## src/rtl/kernel_exec_timer_if.sv

```systemverilog
// Handshake and statistics bundle between Carus control and the execution timer.
interface kernel_exec_timer_if #(
  parameter int unsigned CNT_W     = 32,
  parameter int unsigned RUN_CNT_W = 16
);
  logic                 clear_i;
  logic                 start_i;
  logic                 done_i;
  logic                 busy_o;
  logic                 meas_valid_o;
  logic [CNT_W-1:0]     meas_cycles_o;
  logic [CNT_W-1:0]     min_cycles_o;
  logic [CNT_W-1:0]     max_cycles_o;
  logic [RUN_CNT_W-1:0] run_cnt_o;
  logic                 overflow_o;
  logic                 timeout_o;

  // Carus / monitor side: drives control levels, observes statistics
  modport master (
    output clear_i, start_i, done_i,
    input  busy_o, meas_valid_o, meas_cycles_o, min_cycles_o, max_cycles_o,
    input  run_cnt_o, overflow_o, timeout_o
  );

  // Timer side
  modport slave (
    input  clear_i, start_i, done_i,
    output busy_o, meas_valid_o, meas_cycles_o, min_cycles_o, max_cycles_o,
    output run_cnt_o, overflow_o, timeout_o
  );
endinterface

```

## src/rtl/kernel_exec_timer.sv

```systemverilog
// Cycle-exact execution timer: measures start-rise to done-rise distance per run and
// keeps last/min/max/run-count statistics plus sticky overflow and timeout flags.
module kernel_exec_timer #(
  parameter int unsigned CNT_W          = 32,
  parameter int unsigned RUN_CNT_W      = 16,
  parameter int unsigned TIMEOUT_CYCLES = 0
) (
  input logic                clk_i,
  input logic                rst_ni,
  kernel_exec_timer_if.slave bus
);

  localparam logic [CNT_W-1:0]     CntMax     = '1;
  localparam logic [RUN_CNT_W-1:0] RunMax     = '1;
  localparam logic [CNT_W-1:0]     TimeoutVal = CNT_W'(TIMEOUT_CYCLES);
  localparam bit                   TimeoutEn  = (TIMEOUT_CYCLES != 0);

  typedef enum logic {StIdle, StRun} state_e;

  state_e               state_q, state_d;
  logic                 start_q, done_q;
  logic                 start_rise, done_rise;
  logic                 run_end, run_timeout;
  logic [CNT_W-1:0]     cnt_q, cnt_d;
  logic [CNT_W-1:0]     meas_q, meas_d;
  logic [CNT_W-1:0]     min_q, min_d;
  logic [CNT_W-1:0]     max_q, max_d;
  logic [RUN_CNT_W-1:0] run_cnt_q, run_cnt_d;
  logic                 valid_q, valid_d;
  logic                 ovf_q, ovf_d;
  logic                 tmo_q, tmo_d;

  assign start_rise = bus.start_i & ~start_q;
  assign done_rise  = bus.done_i & ~done_q;

  // Edge-detect registers keep tracking inputs even during clear, so no false rise after it
  always_ff @(posedge clk_i or negedge rst_ni) begin
    if (!rst_ni) begin
      start_q <= 1'b0;
      done_q  <= 1'b0;
    end else begin
      start_q <= bus.start_i;
      done_q  <= bus.done_i;
    end
  end

  // FSM state register
  always_ff @(posedge clk_i or negedge rst_ni) begin
    if (!rst_ni) begin
      state_q <= StIdle;
    end else begin
      state_q <= state_d;
    end
  end

  // FSM next state; done rise beats timeout, start rise in RUN is dropped
  always_comb begin
    state_d     = state_q;
    run_end     = 1'b0;
    run_timeout = 1'b0;
    if (bus.clear_i) begin
      state_d = StIdle;
    end else begin
      unique case (state_q)
        StIdle: begin
          if (start_rise) state_d = StRun;
        end
        StRun: begin
          if (done_rise) begin
            state_d = StIdle;
            run_end = 1'b1;
          end else if (TimeoutEn && (cnt_q == TimeoutVal)) begin
            state_d     = StIdle;
            run_timeout = 1'b1;
          end
        end
        default: state_d = StIdle;
      endcase
    end
  end

  // Datapath next values: counter, measurement and statistics
  always_comb begin
    cnt_d     = cnt_q;
    meas_d    = meas_q;
    min_d     = min_q;
    max_d     = max_q;
    run_cnt_d = run_cnt_q;
    valid_d   = run_end;
    ovf_d     = ovf_q;
    tmo_d     = tmo_q | run_timeout;
    if (bus.clear_i) begin
      cnt_d     = '0;
      meas_d    = '0;
      min_d     = CntMax;
      max_d     = '0;
      run_cnt_d = '0;
      valid_d   = 1'b0;
      ovf_d     = 1'b0;
      tmo_d     = 1'b0;
    end else if (state_q == StIdle) begin
      if (start_rise) cnt_d = CNT_W'(1);
    end else if (run_end) begin
      meas_d = cnt_q;
      if (cnt_q < min_q) min_d = cnt_q;
      if (cnt_q > max_q) max_d = cnt_q;
      if (run_cnt_q != RunMax) run_cnt_d = run_cnt_q + RUN_CNT_W'(1);
    end else if (!run_timeout) begin
      if (cnt_q == CntMax) ovf_d = 1'b1;
      else                 cnt_d = cnt_q + CNT_W'(1);
    end
  end

  // Datapath registers
  always_ff @(posedge clk_i or negedge rst_ni) begin
    if (!rst_ni) begin
      cnt_q     <= '0;
      meas_q    <= '0;
      min_q     <= CntMax;
      max_q     <= '0;
      run_cnt_q <= '0;
      valid_q   <= 1'b0;
      ovf_q     <= 1'b0;
      tmo_q     <= 1'b0;
    end else begin
      cnt_q     <= cnt_d;
      meas_q    <= meas_d;
      min_q     <= min_d;
      max_q     <= max_d;
      run_cnt_q <= run_cnt_d;
      valid_q   <= valid_d;
      ovf_q     <= ovf_d;
      tmo_q     <= tmo_d;
    end
  end

  // Outputs come straight from flops
  always_comb begin
    bus.busy_o        = (state_q == StRun);
    bus.meas_valid_o  = valid_q;
    bus.meas_cycles_o = meas_q;
    bus.min_cycles_o  = min_q;
    bus.max_cycles_o  = max_q;
    bus.run_cnt_o     = run_cnt_q;
    bus.overflow_o    = ovf_q;
    bus.timeout_o     = tmo_q;
  end

endmodule

```

## src/flat_wrapper.sv

```systemverilog
// flat-port wrapper written by rule: the top's interface ports become plain ports
module kernel_exec_timer_flat 
#(
  parameter int unsigned CNT_W          = 32,
  parameter int unsigned RUN_CNT_W      = 16,
  parameter int unsigned TIMEOUT_CYCLES = 0
)
  (clk_i, rst_ni, bus_clear_i, bus_start_i, bus_done_i, bus_busy_o, bus_meas_valid_o, bus_meas_cycles_o, bus_min_cycles_o, bus_max_cycles_o, bus_run_cnt_o, bus_overflow_o, bus_timeout_o);
  kernel_exec_timer_if #(.CNT_W(CNT_W), .RUN_CNT_W(RUN_CNT_W)) bus_i ();
  input logic clk_i;
  input logic rst_ni;
  input wire logic [$bits(bus_i.clear_i)-1:0] bus_clear_i;
  input wire logic [$bits(bus_i.start_i)-1:0] bus_start_i;
  input wire logic [$bits(bus_i.done_i)-1:0] bus_done_i;
  output wire logic [$bits(bus_i.busy_o)-1:0] bus_busy_o;
  output wire logic [$bits(bus_i.meas_valid_o)-1:0] bus_meas_valid_o;
  output wire logic [$bits(bus_i.meas_cycles_o)-1:0] bus_meas_cycles_o;
  output wire logic [$bits(bus_i.min_cycles_o)-1:0] bus_min_cycles_o;
  output wire logic [$bits(bus_i.max_cycles_o)-1:0] bus_max_cycles_o;
  output wire logic [$bits(bus_i.run_cnt_o)-1:0] bus_run_cnt_o;
  output wire logic [$bits(bus_i.overflow_o)-1:0] bus_overflow_o;
  output wire logic [$bits(bus_i.timeout_o)-1:0] bus_timeout_o;
  assign bus_i.clear_i = bus_clear_i;
  assign bus_i.start_i = bus_start_i;
  assign bus_i.done_i = bus_done_i;
  assign bus_busy_o = bus_i.busy_o;
  assign bus_meas_valid_o = bus_i.meas_valid_o;
  assign bus_meas_cycles_o = bus_i.meas_cycles_o;
  assign bus_min_cycles_o = bus_i.min_cycles_o;
  assign bus_max_cycles_o = bus_i.max_cycles_o;
  assign bus_run_cnt_o = bus_i.run_cnt_o;
  assign bus_overflow_o = bus_i.overflow_o;
  assign bus_timeout_o = bus_i.timeout_o;
  kernel_exec_timer #(.CNT_W(CNT_W), .RUN_CNT_W(RUN_CNT_W), .TIMEOUT_CYCLES(TIMEOUT_CYCLES)) u_core (.clk_i(clk_i), .rst_ni(rst_ni), .bus(bus_i));
endmodule
```

## config.mk

```make
export PLATFORM = sky130hd
export DESIGN_NAME = kernel_exec_timer_flat
export DESIGN_NICKNAME = d
export VERILOG_FILES = /design/src/rtl/kernel_exec_timer_if.sv /design/src/rtl/kernel_exec_timer.sv /design/src/flat_wrapper.sv
export SDC_FILE = /design/constraint.sdc
export NUM_CORES = 1
export LEC_CHECK = 0
export CORE_ASPECT_RATIO = 1.4
export CORE_MARGIN = 5
export CORE_UTILIZATION = 40
export DETAILED_ROUTE_END_ITERATION = 8
export GPL_ROUTABILITY_DRIVEN = 0
export GPL_TIMING_DRIVEN = 1
export SETUP_SLACK_MARGIN = 0.2
export SYNTH_ARGS = -nofsm -noshare
export SYNTH_HDL_FRONTEND = slang
export SYNTH_SLANG_ARGS = --single-unit
```

## constraint.sdc

```tcl
create_clock -name clk_i -period 6.3 [get_ports clk_i]
set_input_delay 1.575 -clock clk_i [delete_from_list [all_inputs] [get_ports clk_i]]
set_output_delay 1.575 -clock clk_i [all_outputs]
set_load 0.1 [all_outputs]
```

# [Yosys cells after proc, flatten, opt, wreduce, memory -nomap -nowiden]
# Index checks and enable logic that the tools add are counted.
[word_totals] reg_bits=149 in_bits=5 out_inout_bits=116 word_cells=69
[classes] addsub=2 magnitude_cmp=2 n_eq_ne=5 muxes=32 bitwise_logic=5 n_reduce_logical=13
[op_table] operator="$mux 32" n=16
[op_table] operator="$mux 16" n=4
[op_table] operator="$add 32x1->32 const B" n=1
[op_table] operator="$eq 32x32->1 const B" n=1
[op_table] operator="$gt 32x32->1" n=1
[op_table] operator="$lt 32x32->1" n=1
[op_table] operator="$add 16x1->16 const B" n=1
[op_table] operator="$ne 16x16->1 const B" n=1
[op_table] operator="$reduce_and 3->1" n=5
[op_table] operator="$reduce_bool 2->1" n=6
[op_table] operator="$mux 1" n=11
[op_table] operator="$ne 3x3->1 const B" n=2
[op_table] operator="$not 1->1" n=3
[op_table] operator="$reduce_bool 3->1" n=1
[op_table] operator="$and 1x1->1" n=2
[op_table] operator="$ne 2x2->1 const B" n=1
[op_table] operator="$pmux 1 s2" n=1
[op_table] operator="$reduce_and 2->1" n=1

# [Logic depth before layout (Yosys ltp)]
# Gate-level depths: netlist of run 1.
[logic_depth] depth_word=8 ltp_mapped=10 mapped_depth_nobuf=8

# [Least setup slack after synthesis of run 1]
# No wires, ideal clock.
[synth_timing] path_type="input port to flip-flop" start="input bus_done_i" end="register u_core.cnt_q[20]" setup_time_ns=0.132 arrival_ns=2.888 t_required_ns=6.168 path_slack_ns=3.280 path_stages=7 n_path_buf=1 cell_sequence="nand2b_1 nand2_1 o21ai_2 clkbuf_1 o2111ai_1 xor2_1 nor2_1"
[synth_between] elab_chain_cells=6
[synth_rtl] item="start, declared" line="flat_wrapper.sv:14" source="input wire logic [$bits(bus_i.done_i)-1:0] bus_done_i;"
[synth_rtl] item="$and 1x1->1" line="kernel_exec_timer.sv:34" source="assign done_rise = bus.done_i & ~done_q;"
[synth_rtl] item="$mux 1" line="kernel_exec_timer.sv:69" source="if (done_rise) begin"
[synth_rtl] item="$mux 1" line="kernel_exec_timer.sv:64" source="unique case (state_q)"
[synth_rtl] item="$mux 1" line="kernel_exec_timer.sv:61" source="if (bus.clear_i) begin"
[synth_rtl] item="$ne 3x3->1 (no source line)"
[synth_rtl] item="$reduce_and 3->1 (no source line)"
[synth_rtl] item="end signal, assigned" line="kernel_exec_timer.sv:126" source="cnt_q <= cnt_d;"
[synth_rtl] item="end, declared" line="kernel_exec_timer.sv:24" source="logic [CNT_W-1:0] cnt_q, cnt_d;"
# No other way between the ends.
# A chain may end at the register's enable or synchronous reset.

# [Worst setup path after layout of run 1]
[layout_timing] start="input bus_done_i" end="register u_core.min_q[0] (netlist: u_core.bus.min_cycles_o[0])"
[layout_between] elab_chain_cells=6
[layout_rtl] item="$and 1x1->1" line="kernel_exec_timer.sv:34"
[layout_rtl] item="$mux 1" line="kernel_exec_timer.sv:69"
[layout_rtl] item="$mux 1" line="kernel_exec_timer.sv:64"
[layout_rtl] item="$mux 1" line="kernel_exec_timer.sv:61"
[layout_rtl] item="$reduce_bool 2->1 (no source line)"
[layout_rtl] item="$reduce_and 3->1 (no source line)"
[layout_rtl] item="end signal, assigned" line="kernel_exec_timer.sv:119" source="min_q <= CntMax;"
[layout_rtl] item="end signal, assigned" line="kernel_exec_timer.sv:128" source="min_q <= min_d;"
[layout_rtl] item="end, declared" line="kernel_exec_timer.sv:26" source="logic [CNT_W-1:0] min_q, min_d;"
# No other way between the ends.

==> results_dict.tcl, run 1 <==
set metrics [dict create \
    setup_viol 0 \
    h-tree-depth 4 \
    async_reset_ff_share_pct 100 \
    p_per_area_mw_per_mm2 211 \
    n_antenna_cell 0 \
    grtUsageMet1_pct 23.8 \
    path_class "in2reg" \
    core_area_mm2 0.0213 \
    p_seq_share_pct 44.3 \
    p_leak_nw 4.54 \
    synth_cell_type_count 71 \
    grt_busiest_layer "met2" \
    cpMaxStageDelayCell "a2111oi_0" \
    crit_path_end_kind "flop" \
    max_freq_mhz 243 \
    rsz0062_at_grt "false" \
    maxCapViolCount 0 \
    port_buffers 119 \
    wl_per_cell_um 17.9 \
    post_cts_resized 0 \
    clock-sinks 149 \
    slowest_delay_ns 0.75 \
    grt_pass1_vias 7104 \
    crit_fanout 34 \
    skew_ns 0.0138 \
    routed_wirelength_um 23000 \
    grt_max_degree 94 \
    status "completed" \
    critPathLaunchType "input pin" \
    p_sw_share_pct 27.1 \
    post-place-ws_ns 1.76 \
    postSynthCellCount 915 \
    ioPinCount 121 \
    synth-edff-count 0 \
    worst_path_dominant_cell_family "buffers and inverters" \
    final_util_pct 49.4 \
    cp.required_ns 6.64 \
    drv_slew 0 \
    ys_ff_latch 149 \
    die_x_um 134 \
    finalHoldViolations 0 \
    cts_tree "done" \
    ys_seq_area_share_pct 43.5 \
    cts_buffers 17 \
    p_int_w 0.00161 \
    clk_path_buf_depth 2 \
    syn_area_per_cell_um2 9.47 \
    vias 6935 \
    crit_path_frequent_cell "buf_4" \
    nets 1078 \
    drive_gt1_share_pct 9.30 \
    worstMarginPinSlew_ns 1.00 \
    tns_ns 0 \
    syn2layout_area_growth_pct 21.3 \
    drt-vias-per-instance 5.41 \
    drtPass1Iterations 4 \
    fin_crit_sh_pct 65.4 \
    rows 63 \
    fin_crit_ns 4.12 \
    antenna_found_initial 0 \
    peakVddDrop_v 0.000172 \
    clock_latency_ns 0.43 \
    initialDrtViolationCount 506 \
    hold_path.class "reg2reg" \
    max_slew_margin_pct 33.0 \
    finalWorstSetupSlack_ns 2.18 \
    dp_hpwl_um 16200 \
    cts.reportedPaths.clkPinSlew_ns 0.07 \
    die_h_um 184 \
    cts_hold_buffers 0 \
    use_met2_pct 34.1 \
    synthesis.area_mm2 0.00866 \
    drc 0 \
    clock-root-buffer "clkbuf_16" \
    grt-ovfl-total 0 \
    path_buf_inv 3 \
    use_met3_pct 3.63 \
    combPwrFrac_pct 7.5 \
    ant_nets 0 \
    cts_setup_buffers 0 \
    grt_pass1_wl_um 38000 \
    crit_path_cell_trace "clkdlybuf4s50_1 -> nand3b_2 -> buf_4 -> a2111oi_0 -> o41a_1 -> buf_4 -> and2_4 -> o21ai_1" \
    synth_flop_cell "dfrtp_1" \
    syn-num-nets 985 \
    yosys_warnings 0 \
    grt.total_usage_pct 19.2 \
    start_util_pct 40.7 \
    arrival_ns 4.46 \
    die-area_mm2 0.0247 \
    pwr-share-clk_pct 48.2 \
    p_sw_w 0.000600 \
]
-- stage by stage --
stage | hold WS [ns] | area, um^2 | total power, W | std cells
CTS | 0.506 | 10500 | 0.00224 | 1281
global placement | 0.481 | 9900 | 0.00117 | 1249
global route | 0.532 | 10500 | 0.00230 | 1281
detailed placement | 0.489 | 9900 | 0.00117 | 1249
finish | 0.502 | 10500 | 0.00221 | 1281
floorplan | 0.509 | 8660 | 0.00112 | 915
-- cell usage after synthesis (all sizes together), types with 9 or more instances --
cell    number  share of area, %
a21oi       67               4.0
a31oi       35               2.7
buf         22               2.0
clkbuf      29               1.7
dfrtp      117                34
dfstp       32               9.7
ha          65               9.4
inv         68               2.9
mux2i       33               3.8
nand2       98               4.2
nand2b      66               4.8
nand3       25               1.4
nand4       18               1.4
nor2        58               2.5
o21ai       51               3.1
xnor2        9              0.91
xor2        22               2.2
-- placed cells by master, fill, tap and decap left out, types with 3 or more instances in the layout --
master           synthesis  routed
inv_6                    0       6
xor2_1                  22      22
a211oi_1                 6       6
and4_1                   6       6
a21oi_1                 65      65
o2111ai_1                8       8
ha_1                    65      65
nand3_1                 25      25
buf_4                    6       8
nand4_1                 17      17
and2_1                   4       4
clkbuf_16                0      17
inv_8                    0       4
nor2b_1                  4       4
nand2_1                 98      98
nor2_1                  58      58
and3_1                   8       8
dfstp_2                 32      32
o211ai_1                 5       5
a31oi_1                 34      34
xnor2_1                  9       9
o21ai_1                 32      32
mux2i_1                 33      33
nor3_1                   6       6
or3_1                    8       8
nand2b_1                66      66
a21o_1                   6       6
inv_1                   68      68
dfrtp_1                117     117
clkdlybuf4s50_1          0     117
o21ai_0                 16      16
o21ai_2                  3       3
-- logic make-up after synthesis --
| kind of cell | count (synthesis) | share of synthesized area [%] |
|---|---|---|
| AOI/OAI and AO/OA | 195 | 14.1 |
| xor gates and xnor gates | 31 | 3.13 |
| buffers and inverters | 120 | 6.76 |
| adders and majority gates | 65 | 9.39 |
| and+or+nand+nor | 320 | 19.1 |
| DFF | 149 | 43.5 |
| other | 1 | 0.0433 |
| muxes | 34 | 3.94 |
-- sequential cells by signal, indices dropped and copies added (netlist names) --
| signal | count |
|---|---|
| u_core.bus.busy_o | 1 |
| u_core.bus.overflow_o | 1 |
| u_core.bus.meas_valid_o | 1 |
| u_core.bus.meas_cycles_o | 32 |
| u_core.cnt_q | 32 |
| u_core.bus.run_cnt_o | 16 |
| u_core.bus.min_cycles_o | 32 |
| u_core.bus.max_cycles_o | 32 |
| u_core.start_q | 1 |
| u_core.done_q | 1 |
-- power groups by stage --
stage / sequential (W) / clock, W / combinational (W)
2_1_floorplan: 0.00105 / 0 / 0.0000678
3_3_place_gp: 0.000999 / 0 / 0.000168
3_5_place_dp: 0.000998 / 0 / 0.000169
4_1_cts: 0.000981 / 0.00109 / 0.000169
5_1_grt: 0.000982 / 0.00113 / 0.000181
6_report: 0.000981 / 0.00107 / 0.000167
-- tightest hold or removal path, delay by kind of cell (launching register included) --
family	cells	cell delay, ns
buffers and inverters	1	0.06
AO/OA/AOI/OAI	1	0.07
flip-flops	1	0.37
-- routing by layer --
metal | part of all wire [%] | vias up | wire [um]
met4 | 2.1 | 0 | 490
met5 | 0 | - | 0
met3 | 2.8 | 32 | 648
met1 | 43 | 3394 | 9820
li1 | - | 3376 | -
met2 | 52 | 133 | 12000
-- worst paths after layout --
path                       depth (start not counted)                     endpoint                        from  slack (ns)
hold reg to reg                                    2   u_core.bus.min_cycles_o[6]  u_core.bus.min_cycles_o[6]        0.50
hold / removal                                     2   u_core.bus.min_cycles_o[6]  u_core.bus.min_cycles_o[6]        0.50
setup reg to reg                                   8   u_core.bus.max_cycles_o[0]            u_core.cnt_q[27]        2.85
max in group asynchronous                          2             u_core.cnt_q[21]                      rst_ni        3.75
setup / recovery                                   8   u_core.bus.min_cycles_o[0]                  bus_done_i        2.18
min in group asynchronous                          1  u_core.bus.max_cycles_o[29]                      rst_ni        1.19
-- layout make-up --
| cell class | instances | area (um^2) |
|---|---|---|
| Clock buffer | 17 | 425 |
| Clock inverter | 15 | 181 |
| Fill cell | 2064 | 10800 |
| Inverter | 68 | 255 |
| Multi-Input combinational cell | 646 | 4310 |
| Sequential cell | 149 | 3770 |
| Tap cell | 260 | 325 |
| Timing Repair Buffer | 126 | 1240 |
(Power assumes the default switching activity.)
==> run 2, diff against run 1 <==
==> constraint.sdc (replaced) <==
create_clock -name clk_i -period 4.2 [get_ports clk_i]
set_input_delay 1.05 -clock clk_i [delete_from_list [all_inputs] [get_ports clk_i]]
set_output_delay 1.05 -clock clk_i [all_outputs]
set_load 0.1 [all_outputs]
==> results_dict.tcl, run 2 (synthesis results as in run 1) <==
set metrics [dict create \
    status "completed" \
    cts_buffers 17 \
    initialDrtViolationCount 363 \
    arrival_ns 2.14 \
    worstMarginPinSlew_ns 1.01 \
    finalWorstSetupSlack_ns 1.01 \
    p_int_w 0.00243 \
    grt.total_usage_pct 19.6 \
    drt-vias-per-instance 5.37 \
    clock-sinks 149 \
    fin_crit_ns 3.19 \
    cts_hold_buffers 0 \
    path_buf_inv 1 \
    drc 0 \
    use_met3_pct 3.80 \
    final_util_pct 49.9 \
    clk_path_buf_depth 2 \
    cts_tree "done" \
    path_class "reg2out" \
    skew_ns 0.00899 \
    maxCapViolCount 0 \
    max_slew_margin_pct 32.2 \
    fin_crit_sh_pct 76.0 \
    p_leak_nw 4.62 \
    dp_hpwl_um 16800 \
    post-place-ws_ns 0.801 \
    rsz0062_at_grt "false" \
    p_per_area_mw_per_mm2 312 \
    crit_fanout 9 \
    slowest_delay_ns 1.21 \
    ioPinCount 121 \
    drv_slew 0 \
    wl_per_cell_um 18.2 \
    max_freq_mhz 313 \
    grt_busiest_layer "met2" \
    cp.required_ns 3.15 \
    clock_latency_ns 0.43 \
    setup_viol 0 \
    p_sw_w 0.000882 \
    combPwrFrac_pct 7.7 \
    h-tree-depth 4 \
    p_seq_share_pct 44.4 \
    p_sw_share_pct 26.7 \
    use_met2_pct 34.3 \
    cts_setup_buffers 0 \
    ant_nets 0 \
    pwr-share-clk_pct 47.9 \
    die_h_um 184 \
    rows 63 \
    cpMaxStageDelayCell "clkdlybuf4s50_1" \
    grt_pass1_vias 7054 \
    critPathLaunchType "flop" \
    antenna_found_initial 0 \
    post_cts_resized 0 \
    routed_wirelength_um 23600 \
    finalHoldViolations 0 \
    worst_path_dominant_cell_family "buffers and inverters" \
    vias 6959 \
    crit_path_cell_trace "clkdlybuf4s50_1" \
    layout_common_cells "clkdlybuf4s50_1, dfrtp_1, nand2_1" \
    nets 1092 \
    die_x_um 134 \
    die-area_mm2 0.0247 \
    syn2layout_area_growth_pct 22.6 \
    peakVddDrop_v 0.000263 \
    cts.reportedPaths.clkPinSlew_ns 0.07 \
    tns_ns 0 \
    core_area_mm2 0.0213 \
    port_buffers 119 \
    grt-ovfl-total 0 \
    start_util_pct 40.7 \
    grt_pass1_wl_um 38400 \
    clock-root-buffer "clkbuf_16" \
    drive_gt1_share_pct 10.5 \
    n_antenna_cell 0 \
    grt_max_degree 89 \
    grtUsageMet1_pct 24.3 \
    hold_path.class "reg2reg" \
    drtPass1Iterations 4 \
    crit_path_end_kind "output port" \
]
[run 2: path summary, 6_finish.rpt]
path / startpoint / endpoint / slack [ns] / cells after the start
min in group asynchronous: rst_ni / u_core.bus.max_cycles_o[29] / 0.69 / 1
worst max register to register: u_core.bus.min_cycles_o[22] / u_core.bus.min_cycles_o[26] / 1.19 / 8
worst min-delay path: u_core.bus.min_cycles_o[0] / u_core.bus.min_cycles_o[0] / 0.50 / 2
worst max-delay path: u_core.bus.busy_o / bus_busy_o / 1.01 / 1
worst min register to register: u_core.bus.min_cycles_o[0] / u_core.bus.min_cycles_o[0] / 0.50 / 2
max in group asynchronous: rst_ni / u_core.bus.min_cycles_o[15] / 2.64 / 2
[run 2: per-layer routing]
metal,up-vias,wire length [um]
met1,3377,9970
li1,3392,-
met4,0,510
met5,-,0
met2,158,12200
met3,32,954
[run 2: power groups by stage]
stage | Sequential, W | Combinational, W | Clock, W
4_1_cts | 0.00147 | 0.000260 | 0.00162
2_1_floorplan | 0.00157 | 0.000102 | 0
5_1_grt | 0.00147 | 0.000277 | 0.00168
3_3_place_gp | 0.00150 | 0.000257 | 0
3_5_place_dp | 0.00150 | 0.000258 | 0
6_report | 0.00147 | 0.000256 | 0.00159
[run 2: through the flow]
stage | area, um^2 | instances | power (W) | hold WS (ns)
floorplan | 8660 | 915 | 0.00167 | 0.509
global placement | 10000 | 1263 | 0.00175 | 0.483
detailed placement | 10000 | 1263 | 0.00175 | 0.489
CTS | 10600 | 1295 | 0.00334 | 0.499
global route | 10600 | 1295 | 0.00343 | 0.512
finish | 10600 | 1295 | 0.00331 | 0.496
[run 2: final cells by class]
class	instances	area [um^2]
Fill cell	2038	10700
Multi-Input combinational cell	646	4310
Sequential cell	149	3770
Timing Repair Buffer	140	1360
Clock buffer	18	439
Tap cell	260	325
Inverter	68	255
Clock inverter	14	161
==> run 3, diff against run 2 <==
==> constraint.sdc (replaced) <==
create_clock -name clk_i -period 3.1 [get_ports clk_i]
set_input_delay 0.775 -clock clk_i [delete_from_list [all_inputs] [get_ports clk_i]]
set_output_delay 0.775 -clock clk_i [all_outputs]
set_load 0.1 [all_outputs]
==> results_dict.tcl, run 3 (synthesis results as in run 1) <==
set metrics [dict create \
    status "completed" \
    final_common_cell "buf_4" \
    met2_length_um 12900 \
    initialDrtViolationCount 389 \
    highest_layer "met4" \
    crit_fanout 21 \
    n_antenna_cell 0 \
    stdcell_area_mm2 0.0106 \
    cts_tree "done" \
    cts_hold_buffers 0 \
    fin_crit_ns 2.67 \
    cts.reportedPaths.clkPinSlew_ns 0.06 \
    die-area_mm2 0.0247 \
    skew_ns 0.00865 \
    grt_max_degree 67 \
    clock-root-buffer "clkbuf_16" \
    core_area_mm2 0.0213 \
    p_leak_nw 4.93 \
    combPwrFrac_pct 7.7 \
    clock_latency_ns 0.42 \
    ant_nets 0 \
    placed_area_mm2 0.00994 \
    dp_hpwl_um 17800 \
    grt_pass1_vias 6958 \
    drt-vias-per-instance 5.38 \
    num-fill-cells 2085 \
    clk_path_buf_depth 2 \
    die_x_um 134 \
    die_h_um 184 \
    p_int_w 0.00351 \
    arrival_ns 3.01 \
    cts_buffers 17 \
    hold_path.class "in2async" \
    ioPinCount 121 \
    max_slew_margin_pct 60.8 \
    p_sw_share_pct 24.2 \
    antenna_found_initial 0 \
    start_util_pct 40.7 \
    port_buffers 119 \
    peakVddDrop_v 0.000383 \
    worstMarginPinSlew_ns 0.588 \
    drt-met1-wl_um 9830 \
    layout_common_cells "buf_4, dfrtp_1, nand2_1" \
    h-tree-depth 4 \
    p_per_area_mw_per_mm2 437 \
    p_sw_w 0.00112 \
    path_class "reg2reg" \
    grt-ovfl-total 0 \
    tns_ns 0 \
    reg2reg_slack_ns 0.43 \
    fin_crit_sh_pct 86.1 \
    reg2regPathDepth 9 \
    drive_gt1_share_pct 23.3 \
    drv_slew 0 \
    drtPass1Iterations 5 \
    vias 7089 \
    final_util_pct 49.8 \
    critPathLaunchType "flop" \
    pwr-share-clk_pct 49.3 \
    routed_wirelength_um 24100 \
    nets 1115 \
    finalHoldViolations 0 \
    post-place-ws_ns 0.205 \
    grt_pass1_wl_um 38500 \
    clock-sinks 149 \
    setup_viol 0 \
    drc 0 \
    p_seq_share_pct 43.0 \
    cp-startpoint "u_core.cnt_q[15]" \
    rsz0062_at_grt "false" \
    wl_per_cell_um 18.3 \
    grt.total_usage_pct 19.8 \
    met3WireLength_um 709 \
    r2r_end "u_core.bus.max_cycles_o[12]" \
    finalWorstSetupSlack_ns 0.429 \
    syn2layout_area_growth_pct 22.4 \
    crit_path_end_kind "flop" \
    max_freq_mhz 374 \
    cp.required_ns 3.44 \
    rows 63 \
    maxCapViolCount 0 \
    r2r_start "u_core.cnt_q[15]" \
]
[run 3: cell count changes in the layout (fill, tap and decap cells not counted), sizes merged]
cell / change
clkinvlp: +2
inv: -7
buf: +138
clkdlybuf4s50: -115
bufinv: +3
clkbuf: +1
[run 3: power groups by stage]
stage,clock network [W],registers (W),logic (W)
2_1_floorplan,0,0.00213,0.000138
3_3_place_gp,0,0.00203,0.000359
3_5_place_dp,0,0.00203,0.000360
4_1_cts,0.00233,0.00199,0.000362
5_1_grt,0.00241,0.00199,0.000384
6_report,0.00229,0.00199,0.000356
[run 3: routing by layer]
layer | track usage, % | up-vias
li1 | - | 3433
met3 | 2.48 | 38
met1 | 24.0 | 3477
met5 | 0 | -
met2 | 35.5 | 141
met4 | 8.03 | 0
[run 3: worst max-delay path by stage]
| stage | slack [ns] | depth (start not counted) | endpoint |
|---|---|---|---|
| 2_1_floorplan | 0.22 | 8 | u_core.bus.min_cycles_o[10] |
| 3_3_place_gp | 0.26 | 8 | u_core.cnt_q[23] |
| 3_5_place_dp | 0.20 | 9 | u_core.bus.min_cycles_o[18] |
| 4_1_cts | 0.21 | 9 | u_core.bus.min_cycles_o[18] |
| 5_1_grt | 0.25 | 9 | u_core.bus.max_cycles_o[0] |
| 6_report | 0.43 | 9 | u_core.bus.max_cycles_o[12] |
[run 3: cell type report]
class                   count  area, um^2  share of cell area (%)
flip-flops and latches    149        3770                    35.6
inverters                  68         255                    2.41
repair buffers            163        1300                    12.3
well taps                 260         325                    3.07
clock inverters            12         200                    1.89
multi-input cells         646        4310                    40.6
clock buffers              19         443                    4.18
[run 3: through the flow]
| stage | instances | total power [W] | hold slack, ns |
|---|---|---|---|
| final | 1317 | 0.00463 | 0.294 |
| after global routing | 1317 | 0.00479 | 0.317 |
| after CTS | 1316 | 0.00468 | 0.305 |
| after detailed placement | 1285 | 0.00239 | 0.485 |
| after global placement | 1285 | 0.00238 | 0.471 |
| after floorplan | 915 | 0.00227 | 0.479 |
[run 3: worst max-delay path, stage by stage (launching register included)]
cell,delay (ns)
dfrtp_1,0.38
buf_4,0.18
ha_1,0.32
nand4_1,0.19
or3_1,0.48
a21oi_1,0.17
or4_1,0.18
o211a_1,0.18
buf_6,0.26
mux2i_1,0.22
[run 3: timing repair]
action / CTS / global route
buffers inserted: 0 / 1
setup endpoints to repair: 0 / 36
endpoints found under the hold margin: 0 / 0
resized for setup: 0 / 1
